### src/rtl/uart_pkg.sv
// Shared constants and FSM encoding for the UART transmit buffer slice.
package uart_pkg;
  localparam int BYTE_W        = 8;
  localparam int DEFAULT_DEPTH = 16;

  typedef enum logic [1:0] {
    IDLE      = 2'd0,
    LAUNCH    = 2'd1,
    WAIT_ACK  = 2'd2,
    WAIT_DONE = 2'd3
  } tx_state_e;
endpackage

### src/rtl/uart_tx_fifo_if.sv
// Byte handshake between the transmit buffer (master) and uart_tx (slave).
interface uart_tx_fifo_if;
  import uart_pkg::*;

  logic              uart_tx_en;
  logic [BYTE_W-1:0] uart_tx_data;
  logic              uart_tx_busy;

  modport master (output uart_tx_en, output uart_tx_data, input uart_tx_busy);
  modport slave  (input uart_tx_en, input uart_tx_data, output uart_tx_busy);
endinterface

### src/rtl/uart_byte_fifo.sv
// Generic byte FIFO with registered fill level and sticky overflow; usable on TX or RX side.
module uart_byte_fifo
  import uart_pkg::*;
#(
  parameter int DEPTH = DEFAULT_DEPTH,
  parameter int AW    = $clog2(DEPTH)
) (
  input  logic              clk,
  input  logic              resetn,
  input  logic              wr_en,
  input  logic [BYTE_W-1:0] wr_data,
  input  logic              rd_en,
  output logic [BYTE_W-1:0] rd_data,
  input  logic              flush,
  input  logic              clr_overflow,
  output logic              full,
  output logic              empty,
  output logic [AW:0]       count,
  output logic              overflow
);
  localparam logic [AW:0]   FULL_CNT = (AW+1)'(DEPTH);
  localparam logic [AW:0]   ONE_CNT  = (AW+1)'(1);
  localparam logic [AW-1:0] ONE_PTR  = AW'(1);

  logic [BYTE_W-1:0] mem_r [DEPTH];
  logic [AW-1:0]     wr_ptr_r;
  logic [AW-1:0]     rd_ptr_r;
  logic [AW:0]       count_r;
  logic [AW:0]       count_nxt_s;
  logic              full_r;
  logic              empty_r;
  logic              overflow_r;
  logic              push_s;
  logic              pop_s;
  logic              ovf_set_s;

  // Qualify requests against registered full/empty; flush overrides any same-cycle push.
  always_comb begin
    push_s      = wr_en && !full_r && !flush;
    pop_s       = rd_en && !empty_r;
    ovf_set_s   = wr_en && full_r && !flush;
    count_nxt_s = count_r;
    if (flush) begin
      count_nxt_s = '0;
    end else if (push_s && !pop_s) begin
      count_nxt_s = count_r + ONE_CNT;
    end else if (pop_s && !push_s) begin
      count_nxt_s = count_r - ONE_CNT;
    end else begin
      count_nxt_s = count_r;
    end
  end

  // Pointers, level, status flags; full/empty precomputed so outputs come straight from flops.
  always_ff @(posedge clk or negedge resetn) begin
    if (!resetn) begin
      wr_ptr_r   <= '0;
      rd_ptr_r   <= '0;
      count_r    <= '0;
      full_r     <= 1'b0;
      empty_r    <= 1'b1;
      overflow_r <= 1'b0;
    end else begin
      count_r <= count_nxt_s;
      full_r  <= (count_nxt_s == FULL_CNT);
      empty_r <= (count_nxt_s == '0);
      if (flush) begin
        wr_ptr_r <= '0;
        rd_ptr_r <= '0;
      end else begin
        if (push_s) wr_ptr_r <= wr_ptr_r + ONE_PTR;
        if (pop_s)  rd_ptr_r <= rd_ptr_r + ONE_PTR;
      end
      if (ovf_set_s) begin
        overflow_r <= 1'b1;
      end else if (clr_overflow) begin
        overflow_r <= 1'b0;
      end
    end
  end

  // Storage has no reset; contents are only read behind a valid pointer.
  always_ff @(posedge clk) begin
    if (push_s) mem_r[wr_ptr_r] <= wr_data;
  end

  assign rd_data  = mem_r[rd_ptr_r];
  assign full     = full_r;
  assign empty    = empty_r;
  assign count    = count_r;
  assign overflow = overflow_r;
endmodule

### src/rtl/uart_tx_fifo.sv
// Transmit buffer feeding uart_tx one byte at a time, with a bounded wait for the busy acknowledge.
module uart_tx_fifo
  import uart_pkg::*;
#(
  parameter int DEPTH       = DEFAULT_DEPTH,
  parameter int AW          = $clog2(DEPTH),
  parameter int ACK_TIMEOUT = 7
) (
  input  logic              clk,
  input  logic              resetn,
  input  logic              wr_en,
  input  logic [BYTE_W-1:0] wr_data,
  input  logic              flush,
  input  logic              clr_overflow,
  output logic              full,
  output logic              empty,
  output logic [AW:0]       count,
  output logic              overflow,
  output logic              tx_idle,
  uart_tx_fifo_if.master    tx
);
  localparam int            TW      = $clog2(ACK_TIMEOUT + 1);
  localparam logic [TW-1:0] TO_LAST = TW'(ACK_TIMEOUT - 1);
  localparam logic [TW-1:0] TO_ONE  = TW'(1);

  tx_state_e         state_r;
  tx_state_e         state_nxt_s;
  logic [TW-1:0]     to_cnt_r;
  logic [TW-1:0]     to_cnt_nxt_s;
  logic              pop_s;
  logic              fifo_empty_s;
  logic [BYTE_W-1:0] fifo_rd_data_s;
  logic              tx_en_r;
  logic [BYTE_W-1:0] tx_data_r;

  uart_byte_fifo #(
    .DEPTH (DEPTH),
    .AW    (AW)
  ) u_fifo (
    .clk          (clk),
    .resetn       (resetn),
    .wr_en        (wr_en),
    .wr_data      (wr_data),
    .rd_en        (pop_s),
    .rd_data      (fifo_rd_data_s),
    .flush        (flush),
    .clr_overflow (clr_overflow),
    .full         (full),
    .empty        (fifo_empty_s),
    .count        (count),
    .overflow     (overflow)
  );

  // Handshake next-state; a pop happens only on the IDLE->LAUNCH step.
  always_comb begin
    state_nxt_s  = state_r;
    to_cnt_nxt_s = to_cnt_r;
    pop_s        = 1'b0;
    case (state_r)
      IDLE: begin
        if (!fifo_empty_s && !tx.uart_tx_busy) begin
          pop_s       = 1'b1;
          state_nxt_s = LAUNCH;
        end else begin
          state_nxt_s = IDLE;
        end
      end
      LAUNCH: begin
        to_cnt_nxt_s = '0;
        state_nxt_s  = WAIT_ACK;
      end
      WAIT_ACK: begin
        if (tx.uart_tx_busy) begin
          state_nxt_s = WAIT_DONE;
        end else if (to_cnt_r == TO_LAST) begin
          // No acknowledge in time: the byte is abandoned silently.
          to_cnt_nxt_s = to_cnt_r + TO_ONE;
          state_nxt_s  = IDLE;
        end else begin
          to_cnt_nxt_s = to_cnt_r + TO_ONE;
          state_nxt_s  = WAIT_ACK;
        end
      end
      WAIT_DONE: begin
        if (tx.uart_tx_busy) begin
          state_nxt_s = WAIT_DONE;
        end else begin
          state_nxt_s = IDLE;
        end
      end
      default: begin
        state_nxt_s = IDLE;
      end
    endcase
  end

  // State, timeout counter and registered launch outputs.
  always_ff @(posedge clk or negedge resetn) begin
    if (!resetn) begin
      state_r   <= IDLE;
      to_cnt_r  <= '0;
      tx_en_r   <= 1'b0;
      tx_data_r <= 8'h00;
    end else begin
      state_r  <= state_nxt_s;
      to_cnt_r <= to_cnt_nxt_s;
      tx_en_r  <= (state_nxt_s == LAUNCH);
      if (pop_s) tx_data_r <= fifo_rd_data_s;
    end
  end

  assign empty           = fifo_empty_s;
  assign tx_idle         = fifo_empty_s && (state_r == IDLE);
  assign tx.uart_tx_en   = tx_en_r;
  assign tx.uart_tx_data = tx_data_r;
endmodule

### src/flat_wrapper.sv
// flat-port wrapper written by rule: the top's interface ports become plain ports
module uart_tx_fifo_flat import uart_pkg::*;
#(
  parameter int DEPTH       = DEFAULT_DEPTH,
  parameter int AW          = $clog2(DEPTH),
  parameter int ACK_TIMEOUT = 7
)
  (clk, resetn, wr_en, wr_data, flush, clr_overflow, full, empty, count, overflow, tx_idle, tx_uart_tx_en, tx_uart_tx_data, tx_uart_tx_busy);
  uart_tx_fifo_if tx_i ();
  input  logic clk;
  input  logic resetn;
  input  logic wr_en;
  input  logic [BYTE_W-1:0] wr_data;
  input  logic flush;
  input  logic clr_overflow;
  output logic full;
  output logic empty;
  output logic [AW:0] count;
  output logic overflow;
  output logic tx_idle;
  output wire logic [$bits(tx_i.uart_tx_en)-1:0] tx_uart_tx_en;
  output wire logic [$bits(tx_i.uart_tx_data)-1:0] tx_uart_tx_data;
  input wire logic [$bits(tx_i.uart_tx_busy)-1:0] tx_uart_tx_busy;
  assign tx_uart_tx_en = tx_i.uart_tx_en;
  assign tx_uart_tx_data = tx_i.uart_tx_data;
  assign tx_i.uart_tx_busy = tx_uart_tx_busy;
  uart_tx_fifo #(.DEPTH(DEPTH), .AW(AW), .ACK_TIMEOUT(ACK_TIMEOUT)) u_core (.clk(clk), .resetn(resetn), .wr_en(wr_en), .wr_data(wr_data), .flush(flush), .clr_overflow(clr_overflow), .full(full), .empty(empty), .count(count), .overflow(overflow), .tx_idle(tx_idle), .tx(tx_i));
endmodule
### config.mk
export PLATFORM = sky130hd
export DESIGN_NAME = uart_tx_fifo_flat
export DESIGN_NICKNAME = d
export VERILOG_FILES = /design/src/rtl/uart_pkg.sv /design/src/rtl/uart_tx_fifo_if.sv /design/src/rtl/uart_byte_fifo.sv /design/src/rtl/uart_tx_fifo.sv /design/src/flat_wrapper.sv
export SDC_FILE = /design/constraint.sdc
export NUM_CORES = 1
export LEC_CHECK = 0
export BUFFER_PORTS_ARGS = -buffer_cell sky130_fd_sc_hd__buf_2
export CAP_MARGIN = 20
export CORE_MARGIN = 2
export CORE_UTILIZATION = 45
export DETAILED_ROUTE_END_ITERATION = 10
export GPL_ROUTABILITY_DRIVEN = 0
export MAX_ROUTING_LAYER = met4
export SETUP_SLACK_MARGIN = 0.05
export SLEW_MARGIN = 30
export SYNTH_ARGS = -nofsm -noshare
export SYNTH_HDL_FRONTEND = slang
export SYNTH_SLANG_ARGS = --single-unit
### constraint.sdc
create_clock -name clk -period 2.62 [get_ports clk]
set_clock_uncertainty 0.15 [all_clocks]
set_input_delay 0.655 -clock clk [delete_from_list [all_inputs] [get_ports clk]]
set_output_delay 0.655 -clock clk [all_outputs]
set_load 0.05 [all_outputs]
==> results.toml <==
[clocking]
clockBufferDepth = 2
post_cts_buffers = 0
clockRootBuffer = "clkbuf_16"
postCtsResizedCells = 0
clkLatencyLatePin_ns = 0.42
h-tree-depth = 4
clk_pin_slew_worst_paths_ns = 0.06
cts_tree = "done"
cts_buffers = 17
holdBufCountCts = 0
clock-sinks = 158

[timing]
period_share_pct = 87.2
fin_setup_tns_ns = 0
setup_viol = 0
slew_headroom_pct = 53.3
hold_viol = 0
tightest_slew_ns = 0.701
timing.fmax_mhz = 438
fin_crit_ns = 2.29
drv_slew = 0
grt_setup_unrepaired = "no"

[power_and_ir_drop]
leakage_uw = 0.00260
irDropWorstVdd_mv = 0.612
power_density_nw_per_um2 = 810
finalPower_uw = 6110

[setup_path]
path_max_fanout = 11
worst_setup_path_end_kind = "primary output"
path_buf_inv = 1
worstSetupPathType = "flip-flop to primary output"
critPathRequiredTime_ns = 1.81
worst_path_max_delay_cell = "dfrtp_1"
start_kind = "flip-flop"
crit_path_max_incr_delay_ns = 0.48
critPathTopFamily = "flip-flops"
crit_chain = "nor2_1, and2_1, buf_2"
arrival_ns = 1.48

[yosys]
synth_ff_type = "edfxtp_1"
ys_ff_latch = 158
syn_inst = 377
ys_warn_count = 0
ys_seq_area_share_pct = 70.9
synth_enable_flop_cells = 128
synth-async-reset-ratio_pct = 19.0
syn_nets = 400
syn_area_um2 = 6480
synth_cell_types = 45
synth.avg_cell_area_um2 = 17.2

[finish]
final-seq-area_um2 = 4600
multi_input_area_um2 = 1740
final_cell_mix = "edfxtp_1 (128), nor2_1 (33), mux4_2 (32)"
diodes = 0
num-fill-cells = 1122
final_common_cell = "edfxtp_1"
syn_to_final_growth_pct = 16.6
final_nets = 456
drive_gt1_share_pct = 30.0

[floorplan]
io_pins = 32
fp-row-count = 43
initial_core_util_pct = 46.3
fp.dieArea_um2 = 15400
die_h_um = 124
core_area_um2 = 14000
die-width_um = 124

[global_route]
grt_first_pass_wirelength_um = 19900
grt_pass1_vias = 3501
grt-ovfl-total = 0
grt_max_degree = 36
grt_usage_pct = 19.0
antenna_found_initial = 0

[job]
drv_cap = 0

[routing]
via_count = 3444
drt-total-wl_um = 12800
postRouteAntennaNets = 0
wire_per_inst_um = 20.5
drc_errors = 0
drt_iter0_drc = 267
dr.pass1.iters = 4
viasPerCell = 5.50

[place]
io_buffers = 31
dp_hpwl_um = 8210

[worst_hold_path]
hold_path.class = "input pin to async pin"

[outcome]
status = "finished, final reports clean"
[worst reg2reg max path: stages (launching register included)]
cell and delay (ns):
dfrtp_1 0.48, or4_1 0.68, inv_6 0.16, and3_4 0.21, o21a_4 0.14, nor2_1 0.05
o41ai_2 0.32
[area by class of cell]
type,instances,share of cell area [%]
clock inverters,14,1.79
flip-flops and latches,158,60.9
clock buffers,18,5.68
well taps,180,2.98
repair buffers,57,4.97
inverters,12,0.663
multi-input cells,187,23.0
[worst paths after layout]
kind / cells after the start / end / slack (ns) / startpoint
max in group asynchronous: 1 / u_core.u_fifo.rd_ptr_r[0]$_DFFE_PN0P_ / 1.69 / resetn
min in group clk: 1 / u_core.u_fifo.overflow$_DFFE_PN0P_ / 0.35 / u_core.u_fifo.overflow$_DFFE_PN0P_
worst max register to register: 6 / u_core.u_fifo.empty$_DFF_PN1_ / 0.34 / u_core.state_r[0]$_DFF_PN0_
worst max-delay path: 3 / tx_idle / 0.33 / u_core.state_r[0]$_DFF_PN0_
worst min-delay path: 1 / u_core.u_fifo.overflow$_DFFE_PN0P_ / 0.13 / resetn
worst min register to register: 1 / u_core.u_fifo.overflow$_DFFE_PN0P_ / 0.35 / u_core.u_fifo.overflow$_DFFE_PN0P_
[logic make-up after synthesis]
kind of cell               Yosys count  synth area share, %
muxes                               48                 13.6
adders and majority gates            9                 1.74
and+or+nand+nor                     81                 6.30
AOI/OAI and AO/OA                   39                 3.86
buffers and inverters               32                 2.20
DFF                                158                 70.9
xor gates and xnor gates            10                 1.35
[power by group]
group          switching (uW)  internal [uW]  leakage [uW]  total [uW]
Clock                    1010           1320      0.000269        2330
Sequential                126           2840       0.00154        2970
Combinational             563            252      0.000787         815
Total                    1700           4420       0.00260        6110
[registers in the layout (all words and copies together) (netlist names)]
name,cells
u_core.tx.uart_tx_data,8
u_core.u_fifo.mem_r,128
u_core.to_cnt_r,3
u_core.u_fifo.empty,1
u_core.u_fifo.wr_ptr_r,4
u_core.tx.uart_tx_en,1
u_core.u_fifo.rd_ptr_r,4
u_core.u_fifo.full,1
u_core.u_fifo.count,5
u_core.state_r,2
u_core.u_fifo.overflow,1
[routing by layer]
layer / part of all wire (%) / up-vias / routed length, um / track usage (%)
li1: - / 1567 / - / -
met1: 45 / 1792 / 5740 / 24.2
met2: 50 / 76 / 6360 / 30.0
met3: 4.5 / 9 / 583 / 5.22
met4: 1.1 / 0 / 135 / 6.32
met5: 0 / - / 0 / -
[per-stage QoR]
stage          util [%]  setup WS (ns)  hold slack, ns  std cells  instance area [um2]
3_3_place_gp       49.9         0.0759           0.320        594                 6990
2_1_floorplan         -          0.171           0.209        377                 6480
5_1_grt            54.0          0.196           0.174        626                 7550
3_5_place_dp       49.9         0.0401           0.353        594                 6990
6_report           54.0          0.335           0.132        626                 7550
4_1_cts            54.0          0.297           0.141        626                 7550
[cells in the mapped netlist (2+ instances only)]
master | n | area, um2
edfxtp_1 | 128 | 3840
nor2_1 | 33 | 124
mux4_2 | 32 | 721
dfrtp_1 | 29 | 726
a21oi_1 | 17 | 85.1
nand2_1 | 17 | 63.8
mux2i_1 | 16 | 160
clkbuf_1 | 12 | 45.0
inv_1 | 10 | 37.5
ha_1 | 9 | 113
nor3_1 | 8 | 40.0
o21ai_1 | 8 | 40.0
buf_2 | 5 | 25.0
xnor2_1 | 5 | 43.8
xor2_1 | 5 | 43.8
o21ai_0 | 4 | 20.0
nand2b_1 | 3 | 18.8
nor4b_1 | 3 | 26.3
a31oi_1 | 2 | 12.5
and2_1 | 2 | 12.5
and3_4 | 2 | 22.5
nand4_1 | 2 | 12.5
nor4_1 | 2 | 12.5
or3_1 | 2 | 12.5
Power figures use the tool's default switching activity.
